## config.mk

```make
export PLATFORM = sky130hd
export DESIGN_NAME = coin_input_conditioner
export DESIGN_NICKNAME = d
export VERILOG_FILES = /design/src/rtl/coin_input_conditioner.sv
export SDC_FILE = /design/constraint.sdc
export NUM_CORES = 1
export LEC_CHECK = 0
export CAP_MARGIN = 30
export CORE_UTILIZATION = 55
export DETAILED_ROUTE_END_ITERATION = 8
export GPL_TIMING_DRIVEN = 1
export PLACE_DENSITY = 0.77
export SLEW_MARGIN = 20
export SYNTH_ARGS = -nofsm -noshare
export SYNTH_HDL_FRONTEND = slang
export SYNTH_SLANG_ARGS = --single-unit
```

## constraint.sdc

```tcl
create_clock -name clk -period 5 [get_ports clk]
set_clock_uncertainty 0.1 [all_clocks]
set_input_delay 1.25 -clock clk [delete_from_list [all_inputs] [get_ports clk]]
set_output_delay 1.25 -clock clk [all_outputs]
set_load 0.05 [all_outputs]
```

## src/rtl/coin_input_conditioner.sv

```systemverilog
// Coin button front end: 2-flop sync, per-channel debounce FSM, lock-gated pulse arbiter.
// Optional macro COIN_TALLY_EN adds saturating 8-bit nickel/dime tallies with a synchronous clear.

module coin_debounce_ch #(
  parameter int DEBOUNCE_CYCLES = 1000000,
  parameter int CNT_W           = 20
) (
  input  logic clk,
  input  logic rst_n,
  input  logic raw_i,
  output logic confirm_o
);
  // state | meaning
  // IDLE  | button released and stable, waiting for a press
  // ARM   | press seen, counting stable-high cycles before confirming
  // HELD  | press confirmed, waiting for release (no auto-repeat)
  // REL   | release seen, counting stable-low cycles before re-arming
  typedef enum logic [1:0] {S_IDLE, S_ARM, S_HELD, S_REL} state_e;

  localparam logic [CNT_W-1:0] TC = CNT_W'(DEBOUNCE_CYCLES - 1);

  state_e           state_q, state_d;
  logic [CNT_W-1:0] cnt_q, cnt_d;
  logic             sync1_q, sync2_q;

  always_ff @(posedge clk or negedge rst_n) begin
    if (!rst_n) begin
      sync1_q <= 1'b0;
      sync2_q <= 1'b0;
      state_q <= S_IDLE;
      cnt_q   <= '0;
    end else begin
      sync1_q <= raw_i;
      sync2_q <= sync1_q;
      state_q <= state_d;
      cnt_q   <= cnt_d;
    end
  end

  always_comb begin
    state_d = state_q;
    cnt_d   = cnt_q;
    case (state_q)
      S_IDLE: begin
        if (sync2_q) begin
          state_d = S_ARM;
          cnt_d   = '0;
        end
      end
      S_ARM: begin
        if (!sync2_q)        state_d = S_IDLE;
        else if (cnt_q == TC) state_d = S_HELD;
        else                 cnt_d   = cnt_q + CNT_W'(1);
      end
      S_HELD: begin
        if (!sync2_q) begin
          state_d = S_REL;
          cnt_d   = '0;
        end
      end
      S_REL: begin
        // a bounce back high during release is the same press
        if (sync2_q)          state_d = S_HELD;
        else if (cnt_q == TC) state_d = S_IDLE;
        else                  cnt_d   = cnt_q + CNT_W'(1);
      end
      default: state_d = S_IDLE;
    endcase
  end

  always_comb begin
    confirm_o = (state_q == S_ARM) && sync2_q && (cnt_q == TC);
  end
endmodule

module coin_input_conditioner #(
  parameter int DEBOUNCE_CYCLES = 1000000,
  parameter int CNT_W           = 20
) (
  input  logic       clk,
  input  logic       rst_n,
  input  logic       nickel_raw,
  input  logic       dime_raw,
  input  logic       lock,
  output logic       nb,
  output logic       db,
  output logic       coin_reject
`ifdef COIN_TALLY_EN
  ,
  input  logic       tally_clr,
  output logic [7:0] nickel_tally,
  output logic [7:0] dime_tally
`endif
);
  logic conf_n, conf_d;
  logic want_n, want_d;
  logic emit_n, emit_d, reject;
  logic pend_n_q, pend_n_d, pend_d_q, pend_d_d;
  logic nb_q, db_q, rej_q;

  coin_debounce_ch #(.DEBOUNCE_CYCLES(DEBOUNCE_CYCLES), .CNT_W(CNT_W)) u_nickel (
    .clk       (clk),
    .rst_n     (rst_n),
    .raw_i     (nickel_raw),
    .confirm_o (conf_n)
  );

  coin_debounce_ch #(.DEBOUNCE_CYCLES(DEBOUNCE_CYCLES), .CNT_W(CNT_W)) u_dime (
    .clk       (clk),
    .rst_n     (rst_n),
    .raw_i     (dime_raw),
    .confirm_o (conf_d)
  );

  // One pulse per cycle: pending coins go first, then dime before nickel.
  always_comb begin
    want_n = pend_n_q | conf_n;
    want_d = pend_d_q | conf_d;
    emit_n = 1'b0;
    emit_d = 1'b0;
    reject = 1'b0;
    if (lock)          reject = want_n | want_d;
    else if (pend_n_q) emit_n = 1'b1;
    else if (pend_d_q) emit_d = 1'b1;
    else if (conf_d)   emit_d = 1'b1;
    else if (conf_n)   emit_n = 1'b1;
    pend_n_d = !lock && want_n && !emit_n;
    pend_d_d = !lock && want_d && !emit_d;
  end

  always_ff @(posedge clk or negedge rst_n) begin
    if (!rst_n) begin
      nb_q     <= 1'b0;
      db_q     <= 1'b0;
      rej_q    <= 1'b0;
      pend_n_q <= 1'b0;
      pend_d_q <= 1'b0;
    end else begin
      nb_q     <= emit_n;
      db_q     <= emit_d;
      rej_q    <= reject;
      pend_n_q <= pend_n_d;
      pend_d_q <= pend_d_d;
    end
  end

  assign nb          = nb_q;
  assign db          = db_q;
  assign coin_reject = rej_q;

`ifdef COIN_TALLY_EN
  logic [7:0] n_tally_q, d_tally_q;

  always_ff @(posedge clk or negedge rst_n) begin
    if (!rst_n) begin
      n_tally_q <= 8'd0;
      d_tally_q <= 8'd0;
    end else if (tally_clr) begin
      n_tally_q <= 8'd0;
      d_tally_q <= 8'd0;
    end else begin
      if (emit_n && (n_tally_q != 8'hFF)) n_tally_q <= n_tally_q + 8'd1;
      if (emit_d && (d_tally_q != 8'hFF)) d_tally_q <= d_tally_q + 8'd1;
    end
  end

  assign nickel_tally = n_tally_q;
  assign dime_tally   = d_tally_q;
`endif
endmodule

```

==> results of run 1 <==
==> flip-flops by register name, indices dropped and copies added (netlist names), named ones only <==
register,cells
u_dime.cnt_q,20
u_nickel.cnt_q,20
coin_reject,1
db,1
nb,1
pend_d_q,1
pend_n_q,1
u_dime.state_q,1
u_dime.sync1_q,1
u_dime.sync2_q,1
u_nickel.state_q,1
u_nickel.sync1_q,1
u_nickel.sync2_q,1
==> where the power goes <==
group / internal, mW / leakage, nW / total (mW) / switching (mW)
clock: 0.199 / 0.0681 / 0.339 / 0.140
combinational: 0.0151 / 0.502 / 0.0451 / 0.0299
sequential: 0.437 / 0.722 / 0.452 / 0.0145
total: 0.651 / 1.29 / 0.836 / 0.185
==> cell families (layout without fill, tap and decap cells) <==
family,after synthesis,count (layout),synth area share [%]
xor gates and xnor gates,6,6,2.29
DFF,53,53,44.9
and+or+nand+nor,148,148,29.0
AOI/OAI and AO/OA,75,75,16.3
muxes,9,9,3.13
buffers and inverters,26,27,3.47
adders and majority gates,2,2,0.847
==> layer usage <==
| metal | part of all wire (%) | GRT usage (%) | vias to the layer above |
|---|---|---|---|
| met5 | 0 | 0 | - |
| met4 | 1.2 | 9.05 | 0 |
| met3 | 2.9 | 5.62 | 6 |
| met2 | 50 | 39.8 | 33 |
| met1 | 46 | 28.1 | 1181 |
| li1 | - | - | 1205 |
==> through the flow <==
stage | worst slack (ns) | power [mW] | std cells | hold slack [ns]
after floorplan | 3.00 | 0.484 | 319 | 0.231
after global placement | 2.56 | 0.504 | 382 | 0.236
after detailed placement | 2.53 | 0.506 | 382 | 0.236
after CTS | 2.17 | 0.848 | 390 | 0.250
after global routing | 2.14 | 0.875 | 390 | 0.260
final | 2.19 | 0.836 | 390 | 0.246
==> final timing paths <==
path                                                from                             end  slack, ns  cells after the start
min in group asynchronous                          rst_n    u_dime.cnt_q[11]$_DFFE_PN0P_       0.71                      1
worst min-delay path            u_dime.sync1_q$_DFF_PN0_        u_dime.sync2_q$_DFF_PN0_       0.25                      0
worst max-delay path                        db$_DFF_PN0_                              db       2.19                      1
max in group asynchronous                          rst_n      u_nickel.sync2_q$_DFF_PN0_       3.29                      2
worst max register to register                 flip-flop  u_nickel.cnt_q[15]$_DFFE_PN0P_       2.69                      3
worst min register to register  u_dime.sync1_q$_DFF_PN0_        u_dime.sync2_q$_DFF_PN0_       0.25                      0
==> final cells by class <==
class / instances / area [um^2] / share of cell area, %
clock inverter: 3 / 65.1 / 2.04
sequential: 53 / 1330 / 41.6
timing repair buffer: 9 / 80.1 / 2.51
multi-input combinational: 240 / 1530 / 47.8
clock buffer: 5 / 68.8 / 2.16
tap: 70 / 87.6 / 2.75
inverter: 10 / 37.5 / 1.18
==> cell usage in the layout, fill, tap and decap left out, types with 9 or more instances in the layout <==
cell type  instances
dfrtp_1           53
nand3_1           13
a21oi_1           21
nor3_1            10
inv_1             10
a31oi_1            9
nor2_1            21
nand2_1           28
nand4_1           13
o21ai_0           16
==> out/qor.csv, run 1 <==
stage,metric,value,unit
run_status,outcome,completed,
timing,Rel. slew slack,34.9,%
route,# DRC,0,
timing,Final Hold Viols,0,
global_route,pin count of the biggest net entering global routing,42,
clock_network,clock buffer depth,2,
clock_network,"CTS clk-pin slew, worst paths",0.10,ns
synthesis,list of most frequent post-synthesis cells,"dfrtp_1 (53), nand2_1 (28), a21oi_1 (21), nor2_1 (21), o21ai_0 (16)",
synthesis,"Seq/Total Area, Yosys",44.9,%
synthesis,Yosys reg bits,53,
flow_run,maxcap violations,0,
worst_setup_path,Critical Path AT,1.46,ns
synthesis,Area contributors post-synth,"dfrtp_1 (45%), a21oi_1 (3.6%), nand2_1 (3.6%)",
finish,final instance area,3190,um^2
clock_network,Root Buffer,clkbuf_8,
worst_setup_path,worst setup path class,reg -> out,
synthesis,Syn Area/Cell,9.26,um^2
route,DR vias,2425,
worst_setup_path,Crit path required time,3.65,ns
clock_network,CTS buffer count,5,
power,Peak VDD IR,180,uV
floorplan,Ports,8,
global_route,Total GRT Usage,23.2,%
clock_network,CTS tree,yes,
worst_setup_path,CP Capture Type,primary output,
power,power density over the cells,262,nW/um^2
synthesis,Post-synth EDFFs,0,
clock_network,hold_buf cts,0,
clock_network,H-tree depth,2,
placement,placed cell area,3060,um^2
synthesis,leading area contributor after synthesis,dfrtp_1,
finish,share of cells above drive strength 1,6.25,%
finish,# diodes,0,
global_route,initial antenna violation count,0,
synthesis,Unique masters post-synth,51,
worst_setup_path,crit-path leading delay family,buffers and inverters,
timing,fmax,356,MHz
timing,minimum clock period,2.81,ns
worst_setup_path,Critical Path Fanout Max,1,
floorplan,die height,75.3,um
global_route,Congestion Overflow GR,0,
global_route,vias in the first global route,2211,
floorplan,Row Count,26,
global_route,first-pass GRT wire length,9910,um
route,vias per cell,6.22,
timing,count of final setup violators,0,
floorplan,CORE AREA,5140,um^2
placement,GPL Wtd Cong,0.836,
min_path,Hold Crit Class,reg -> reg,
worst_setup_path,worst-path cell chain,clkdlybuf4s50_1,
finish,area delta synth->final,8.01,%
clock_network,setup bufs post-CTS,0,
finish,Final Util,62.1,%
timing,max-slew violations,0,
clock_network,later-pin clock latency in the skew report,0.31,ns
synthesis,"count leader, synth",dfrtp_1,
timing,Tcrit/Tclk final,56.1,%
placement,PortBufs,7,
finish,Nets,326,
synthesis,ys async rst share,100,%
synthesis,Ys Warns,0,
floorplan,Starting Density,57.5,%
synthesis,Synthesized Nets,326,
floorplan,Total Die Area,5670,um^2
worst_setup_path,CP Launch Type,flip-flop,
clock_network,post-cts sizing count,0,
route,DR WL/cell,15.6,um
timing,setup TNS,0,ns
floorplan,Die W,75.3,um
synthesis,synthesized area,2950,um^2
worst_setup_path,Buffers & Inverters on Critical Path,1,
worst_setup_path,critical-path cell with the highest stage delay,clkdlybuf4s50_1,
finish,fillcell total,448,
synthesis,Synth Instances,319,
worst_setup_path,CP peak stage delay,0.80,ns
synthesis,Synth top area share,44.9,%
power,leak pwr,1.29,nW
placement,HPWL Detailed,4220,um
synthesis,Main synth FF type,dfrtp_1,
route,"antenna viol nets, final",0,
route,initial DRC count,190,
timing,RSZ-0062 raised after global routing,no,
timing,Worst-Margin Slew,0.970,ns
route,Total Wirelength,6080,um
clock_network,CTS Sinks,53,
route,Pre-antenna DRT Iters,4,
Note: power is estimated with default switching activity, not from simulation.
==> run 2, diff against run 1 <==
- clock period: 5 -> 2.9 ns (I/O delays scaled with it)
==> run 2 against run 1 <==
  * Final area decreased by 0.75%
  * Via count up 2.0%
  * Die area unchanged
  * Global-route usage is 1.3 points higher
  * First-iteration DRC count down 21%
  * Combinational power rose by 80%
  * Largest cell class unchanged
  * Setup slack got worse by 1.6 ns
  * Critical path depth unchanged
  * Clock-buffer cell count grew 3
  * Utilization down 0.46 points
==> out/qor.csv, run 2 (synthesized netlist as in run 1, its figures left out) <==
stage,metric,value,unit
finish,share of cells above drive strength 1,6.48,%
worst_setup_path,CP Launch Point,db$_DFF_PN0_,
worst_setup_path,Buffers & Inverters on Critical Path,1,
floorplan,Starting Density,57.5,%
worst_setup_path,Critical Path Fanout Max,1,
clock_network,"CTS clk-pin slew, worst paths",0.09,ns
global_route,Congestion Overflow GR,0,
power,Peak VDD IR,278,uV
clock_network,H-tree depth,2,
clock_network,Root Buffer,clkbuf_8,
worst_setup_path,Levels on crit path,1,
worst_setup_path,CP peak stage delay,0.80,ns
timing,Final Hold Viols,0,
worst_setup_path,Critical Path AT,1.46,ns
timing,fmax,439,MHz
run_status,outcome,completed,
timing,worst hold margin,0.228,ns
finish,most frequent cells in the layout,"dfrtp_1 (53), nand2_1 (28), nor2_1 (21), a21oi_1 (21), o21ai_0 (16)",
global_route,first-pass GRT wire length,10300,um
floorplan,CORE AREA,5140,um^2
clock_network,CTS Sinks,53,
route,Total Wirelength,6270,um
power,leak pwr,1.28,nW
flow_run,maxcap violations,0,
route,DR vias,2473,
worst_setup_path,critical-path cell with the highest stage delay,clkdlybuf4s50_1,
finish,"commonest non-fill, non-tap cell in the layout",dfrtp_1,
placement,GPL Wtd Cong,0.860,
global_route,vias in the first global route,2236,
clock_network,hold_buf cts,0,
floorplan,Ports,8,
timing,Worst-Margin Slew,0.576,ns
worst_setup_path,r2r startpoint,u_dime.cnt_q[0]$_DFFE_PN0P_,
worst_setup_path,Crit path required time,2.08,ns
clock_network,CTS tree,yes,
route,"antenna viol nets, final",0,
timing,Tcrit/Tclk final,78.6,%
worst_setup_path,Reg2Reg Setup Slack,0.76,ns
worst_setup_path,worst reg2reg path depth,5,
global_route,Total GRT Usage,24.5,%
route,vias per cell,6.28,
placement,PortBufs,7,
route,# DRC,0,
route,Pre-antenna DRT Iters,4,
finish,final instance area,3170,um^2
timing,setup TNS,0,ns
finish,Final Util,61.6,%
finish,area delta synth->final,7.20,%
clock_network,setup bufs post-CTS,0,
min_path,Hold Crit Class,in -> async,
timing,count of final setup violators,0,
worst_setup_path,worst setup path class,reg -> out,
route,DR WL/cell,15.9,um
worst_setup_path,worst-path cell chain,clkdlybuf4s50_1,
finish,top flop regs,"u_dime.cnt_q: 20 flops, u_nickel.cnt_q: 20 flops",
placement,HPWL Detailed,4370,um
finish,# diodes,0,
worst_setup_path,CP Launch Type,flip-flop,
clock_network,clock buffer depth,2,
worst_setup_path,capture point of the worst path,db,
timing,RSZ-0062 raised after global routing,no,
power,power density over the cells,402,nW/um^2
timing,minimum clock period,2.28,ns
finish,Nets,330,
floorplan,Die W,75.3,um
clock_network,CTS buffer count,5,
floorplan,Row Count,26,
finish,fillcell total,467,
global_route,pin count of the biggest net entering global routing,20,
worst_setup_path,crit-path leading delay family,buffers and inverters,
worst_setup_path,CP Capture Type,primary output,
route,initial DRC count,150,
timing,max-slew violations,0,
placement,placed cell area,3090,um^2
timing,Rel. slew slack,61.6,%
global_route,initial antenna violation count,0,
clock_network,post-cts sizing count,0,
floorplan,Total Die Area,5670,um^2
clock_network,later-pin clock latency in the skew report,0.31,ns
floorplan,die height,75.3,um
-- run 2: changes by cell type in the layout (fill, tap and decap cells not counted) --
| cell | delta |
|---|---|
| bufinv_16 | -2 |
| buf_4 | +4 |
| clkbuf_1 | +3 |
| clkinv_2 | -1 |
-- run 2: worst min-delay path by stage --
stage | endpoint | slack (ns) | cells after the start
global placement | u_nickel.sync2_q$_DFF_PN0_ | 0.23 | 0
global route | u_dime.cnt_q[14]$_DFFE_PN0P_ | 0.25 | 1
detailed placement | u_dime.sync2_q$_DFF_PN0_ | 0.24 | 0
CTS | u_dime.cnt_q[14]$_DFFE_PN0P_ | 0.23 | 1
finish | asynchronous set/reset pin | 0.23 | 1
floorplan | u_dime.sync2_q$_DFF_PN0_ | 0.23 | 0
-- run 2: area by class of cell --
| cell class | instances | area [um^2] | area share, % |
|---|---|---|---|
| inverters | 10 | 37.5 | 1.19 |
| clock buffers | 8 | 80.1 | 2.53 |
| multi-input cells | 240 | 1530 | 48.2 |
| flip-flops and latches | 53 | 1330 | 41.9 |
| repair buffers | 13 | 110 | 3.48 |
| well taps | 70 | 87.6 | 2.77 |
-- run 2: per-stage QoR --
| step | power [mW] | instances | setup slack [ns] |
|---|---|---|---|
| 4_1_cts | 1.29 | 394 | 0.608 |
| 3_5_place_dp | 0.876 | 386 | 0.743 |
| 2_1_floorplan | 0.834 | 319 | 0.899 |
| 5_1_grt | 1.33 | 394 | 0.557 |
| 3_3_place_gp | 0.874 | 386 | 0.820 |
| 6_report | 1.27 | 394 | 0.620 |
-- run 2: per-layer routing --
layer  track usage, %  up-vias  wire length (um)
met5                0        -                 0
met4             11.5        0               131
met3             4.55       11               178
met2             40.3       45              3090
met1             31.3     1201              2870
li1                 -     1216                 -
-- run 2: where the power goes --
group / total (mW) / internal, mW / switching [mW]
Clock: 0.412 / 0.172 / 0.240
Sequential: 0.780 / 0.754 / 0.0261
Combinational: 0.0813 / 0.0293 / 0.0520
Total: 1.27 / 0.955 / 0.318
